===== config.mk =====
export PLATFORM = sky130hd
export DESIGN_NAME = pc_sequencer
export DESIGN_NICKNAME = d
export VERILOG_FILES = /design/src/rtl/pc_sequencer.sv
export SDC_FILE = /design/constraint.sdc
export NUM_CORES = 1
export LEC_CHECK = 0
export CAP_MARGIN = 20
export CORE_AREA = 2 2 39 41
export CTS_BUF_LIST = sky130_fd_sc_hd__clkbuf_4
export CTS_CLUSTER_DIAMETER = 150
export DETAILED_ROUTE_END_ITERATION = 10
export DIE_AREA = 0 0 41 43
export HOLD_SLACK_MARGIN = 0.02
export PLACE_DENSITY_LB_ADDON = 0.08
export SLEW_MARGIN = 0
export SYNTH_ARGS = -nofsm -noshare
export SYNTH_HDL_FRONTEND = slang
export SYNTH_SLANG_ARGS = --single-unit

===== constraint.sdc =====
create_clock -name clk -period 1.59 [get_ports clk]
set_input_delay 0.159 -clock clk [delete_from_list [all_inputs] [get_ports clk]]
set_output_delay 0.159 -clock clk [all_outputs]
set_load 0.01 [all_outputs]

===== src/rtl/pc_sequencer.sv =====
// Control sequencer between program memory and the program counter: decodes the
// current opcode into PC strobes, keeps the zero flag and handles WAIT/HALT.
module pc_sequencer #(
    parameter int P_SIZE = 6
) (
    input  logic              clk,
    input  logic              nRst,
    input  logic [3:0]        opcode,
    input  logic [P_SIZE-1:0] imm,
    input  logic              aluZero,
    input  logic              button,
    output logic              inc,
    output logic              branchAbs,
    output logic              branchRel,
    output logic [P_SIZE-1:0] branchAddress,
    output logic              regWrite,
    output logic              halted
);

    typedef enum logic [1:0] {
        S_RUN,
        S_WAIT_PRESS,
        S_WAIT_RELEASE,
        S_HALT
    } state_t;

    localparam logic [3:0] OP_ALU  = 4'd1;
    localparam logic [3:0] OP_JMP  = 4'd2;
    localparam logic [3:0] OP_BEQ  = 4'd3;
    localparam logic [3:0] OP_BNE  = 4'd4;
    localparam logic [3:0] OP_WAIT = 4'd5;
    localparam logic [3:0] OP_HALT = 4'd6;

    state_t state_q, state_d;
    logic   zFlag_q, zFlag_d;
    logic   btnMeta_q, btnS_q;
    logic   incRaw, absRaw, relRaw, wrRaw;

    always_ff @(posedge clk or negedge nRst) begin
        if (!nRst) begin
            state_q   <= S_RUN;
            zFlag_q   <= 1'b0;
            btnMeta_q <= 1'b0;
            btnS_q    <= 1'b0;
        end else begin
            state_q   <= state_d;
            zFlag_q   <= zFlag_d;
            btnMeta_q <= button;
            btnS_q    <= btnMeta_q;
        end
    end

    always_comb begin
        state_d = state_q;
        zFlag_d = zFlag_q;
        incRaw  = 1'b0;
        absRaw  = 1'b0;
        relRaw  = 1'b0;
        wrRaw   = 1'b0;
        unique case (state_q)
            S_RUN: begin
                case (opcode)
                    OP_ALU: begin
                        incRaw  = 1'b1;
                        wrRaw   = 1'b1;
                        zFlag_d = aluZero;
                    end
                    OP_JMP:  absRaw = 1'b1;
                    OP_BEQ: begin
                        relRaw = zFlag_q;
                        incRaw = ~zFlag_q;
                    end
                    OP_BNE: begin
                        relRaw = ~zFlag_q;
                        incRaw = zFlag_q;
                    end
                    OP_WAIT: state_d = S_WAIT_PRESS;
                    OP_HALT: state_d = S_HALT;
                    default: incRaw = 1'b1;
                endcase
            end
            S_WAIT_PRESS: begin
                if (btnS_q) state_d = S_WAIT_RELEASE;
            end
            // Stepping the PC on release moves it past the WAIT instruction.
            S_WAIT_RELEASE: begin
                if (!btnS_q) begin
                    incRaw  = 1'b1;
                    state_d = S_RUN;
                end
            end
            default: state_d = S_HALT;
        endcase
    end

    // Strobes are held off combinationally for as long as reset is asserted.
    assign inc           = incRaw & nRst;
    assign branchAbs     = absRaw & nRst;
    assign branchRel     = relRaw & nRst;
    assign regWrite      = wrRaw & nRst;
    assign halted        = (state_q == S_HALT);
    assign branchAddress = imm;

endmodule


# == Yosys cells after proc, flatten, opt, wreduce, memory -nomap -nowiden ==
# Cells that the tools add are included.
# op_classes
n_eq_ne,12
muxes,13
n_bitwise,5
reduce_logical,4
# ops
cell,count
$eq A4 B3 Y1 const B,3
$eq A4 B2 Y1 const B,2
$mux W1,6
$pmux W2 S3,1
$and A1 B1 Y1,4
$eq A2 B2 Y1 const B,2
$eq A4 B1 Y1 const B,1
$mux W2,2
$ne A2 B2 Y1 const B,2
$pmux W1 S2,2
$pmux W2 S2,1
$ne A3 B1 Y1 const B,1
$pmux W1 S3,1
$reduce_and A3 Y1,1
$reduce_or A3 Y1,1
$eq A2 B1 Y1 const B,1
$logic_not A2 Y1,1
$reduce_and A2 Y1,1
$not A1 Y1,1
# word_totals
reg_bits,5
output_inout_bits,11
wordCells,38

# == Logic depth before layout (Yosys ltp) ==
# logic_depth
ltp_word,5
mapped_depth,5
ltp_nobuf,5

# == Least setup slack after synthesis ==
# No wires, ideal clock.
# synth_path
kind,reg-to-reg
from,register state_q[0]
to,register zFlag_q
setup_time_ns,0.125
t_arrival_ns,1.460
t_required_ns,1.465
setup_slack_ns,0.006
stages_incl_launch_ff,6
path_cell_list,dfrtp_1 -> inv_1 -> ha_1 -> nor2b_1 -> nor4bb_1 -> mux2_2
# synth_between
elab_chain_len,2
# synth_rtl
element,line_no,rtl
start: declaration,34,"state_t state_q, state_d;"
start signal: assignment,46,state_q <= state_d;
$logic_not A2 Y1,60,unique case (state_q)
$reduce_and A2 Y1 (no source line),n/a,
end signal: assignment,47,zFlag_q <= zFlag_d;
end: declaration,35,"logic zFlag_q, zFlag_d;"
# Every way passes these cells.
# A chain may end at the register's enable or synchronous reset.

# == Worst setup path after layout ==
# layout_path
from,register state_q[0]
to,output branchAbs
# layout_between
elab_chain_len,3
# layout_rtl
element,line_no,rtl
$logic_not A2 Y1,60,
$mux W1,60,
$and A1 B1 Y1,98,assign branchAbs = absRaw & nRst;
end: declaration,13,"output logic branchAbs,"
# Every way passes these cells.

==> metrics.txt <==
Clock Skews=0.00327 ns; Max-cap violations=0; fmax=0.625 GHz; Vias/cell=4.77; Power Density=1330 mW/mm2; htree depth=1; WHS=0.255 ns; Num CTS Buffers=3; I/O Pins=25; HP Class=input port to async pin; DRC violations left=0; setup violators final=2; FILL cells=141; total number of vias=391; CP max-delay cell=dfrtp_1; Die X=41 um; syn_nets=61; fin. max-slew vios=0; First DRT Iteration DRCs=3; final hold violation count=0; RSZ-0062 raised after global routing=yes; commonest non-fill, non-tap cell in the layout=buf_4; Worst Path Required=1.43 ns; Ys Warns=0; Die H=43 um; CP endpoint kind=output port; Pre-antenna DRT Iters=3; Core Util, Final=49.5%; clock-pin slew on the worst setup and hold paths=0.05 ns; min setup slack post-route=-0.0105 ns; per-cell routed wire length=13.4 um; Setup WS pre-CTS=-0.333 ns; Setup Crit Path Kind=flip-flop to output port; total negative slack=-0.0198 ns; Crit path arrival time=1.44 ns; Final period util=101%; Buffers on Ports=12; RePlAce Congestion=0.715; outcome=complete, but fails checks; initial antenna violation count=0; crit start category=flip-flop; Tot Pwr=0.910 mW; gr ovfl total=0; ordered list of cells on the worst path=inv_2, ha_4, nor2b_4, nand2_2, nor4b_2, buf_2; top cell type's share of synthesized area=30.0%; ratio of cells with drive above 1 in the final layout=50.0%; largest net degree at the start of global routing=9; failing checks=negative setup slack; number of global-route vias before repair=442; clk_lat worst skew=0.25 ns; row cnt=14; ranking of synthesized cells by area=dfrtp_1 (30%), buf_4 (13%), ha_1 (12%); CORE AREA=0.00138 mm2; Netlist cell types=20; CTS sink cnt=5; synthesized flop and latch total=5; Die ar.=0.00176 mm2; area grow syn2layout=64.3%; synthesized cell area=417 um2; Cells after Synth=43; # diodes=0; LEAKAGE=0.314 nW; area leader, netlist=dfrtp_1; Slew HR=80.2%; min Tclk post-route=1.60 ns; Net count, final=85; Post-Route WL=1100 um; Max stage delay on crit path=0.39 ns; DRT antenna net count=0; CTS root buffer=clkbuf_4; sequential area share after synthesis=30.0%; Total GRT Usage=16.3%; DP HPWL=808 um; commonest non-fill, non-tap cells in the layout=buf_4 (14), dfrtp_1 (5), clkdlybuf4s50_1 (5); buffer levels on the longest clock path=2; Mapped Avg Cell Area=9.69 um2; TritonCTS clock tree=built; Max IR drop VDD=0.761 mV; crit path max fanout=3; Slew @ Worst Pin=0.296 ns; Starting Density=30.1%; first-pass GRT wire length=1870 um
## metrics by stage
stage,area [um2],std cells
global route,684,82
CTS,688,83
floorplan,417,43
global placement,602,77
detailed placement,602,77
finish,684,82
## path summary, 6_finish.rpt
kind                            startpoint                to  slack (ns)  depth (start not counted)
worst max-delay path            state_q[0]         branchAbs       -0.01                          6
worst min-delay path                  nRst        state_q[1]        0.26                          2
worst max register to register  state_q[0]           zFlag_q        0.07                          6
worst min register to register   btnMeta_q            btnS_q        0.36                          0
max in group asynchronous             nRst            btnS_q        1.22                          2
min in group clk                    imm[3]  branchAddress[3]        0.32                          0
## kinds of logic after synthesis
logic type	synth area share, %
AND/OR/NAND/NOR	23.7
buffers and inverters	14.4
AO/OA/AOI/OAI	10.2
flip-flops	30.0
adder cells (fa/ha/maj)	12.0
multiplexers	7.51
XOR/XNOR	2.10
## critical path: cells and delay by family (launching register included)
kind                     cells  cell delay, ns
AND/OR/NAND/NOR              3            0.42
adder cells (fa/ha/maj)      1            0.13
buffers and inverters        2            0.25
flip-flops                   1            0.39
## what timing repair did
action	4_1_cts	5_1_grt
pin swaps	5	1
setup endpoints to repair	6	7
endpoints found under the hold margin	0	0
hold buffers	0	0
resized for setup	30	5
setup buffers	2	0
## final cells by class
type | instances | area (um2) | share of cell area (%)
timing repair buffer | 26 | 201 | 29.4
tap | 16 | 20.0 | 2.93
clock buffer | 4 | 30.0 | 4.39
inverter | 2 | 7.51 | 1.10
sequential | 5 | 125 | 18.3
multi-input combinational | 29 | 300 | 43.9
## layer usage
metal | wire, um | part of all wire [%] | vias up | global-route usage, %
met5 | 0 | 0 | - | 0
met4 | 0 | 0 | 0 | 8.00
met3 | 71 | 6.5 | 0 | 6.81
met2 | 607 | 55 | 13 | 26.6
met1 | 418 | 38 | 187 | 16.7
li1 | - | - | 191 | -
## registers in the layout, indices dropped and copies added (netlist names)
name	cells
zFlag_q	1
btnMeta_q	1
state_q	2
btnS_q	1
## synthesized netlist by cell type
cell type and count:
buf_4 7, ha_1 4, nor2_1 1, a311oi_1 2, nor2b_1 2, and2b_1 1
o21ai_1 1, nand3b_1 2, nand4b_1 1, nand2_1 3, nor4bb_1 1, nor4b_1 2
xor2_1 1, nand2b_1 2, a21oi_1 2, mux2i_1 2, a221o_1 1, dfrtp_1 5
mux2_2 1, inv_1 2
## power breakdown
group | switching, mW | internal [mW] | leakage, nW
clock | 0.0559 | 0.112 | 0.0184
combinational | 0.227 | 0.307 | 0.236
sequential | 0.0373 | 0.171 | 0.0596
total | 0.320 | 0.590 | 0.314
No activity file was read; power rests on OpenSTA's default activity.
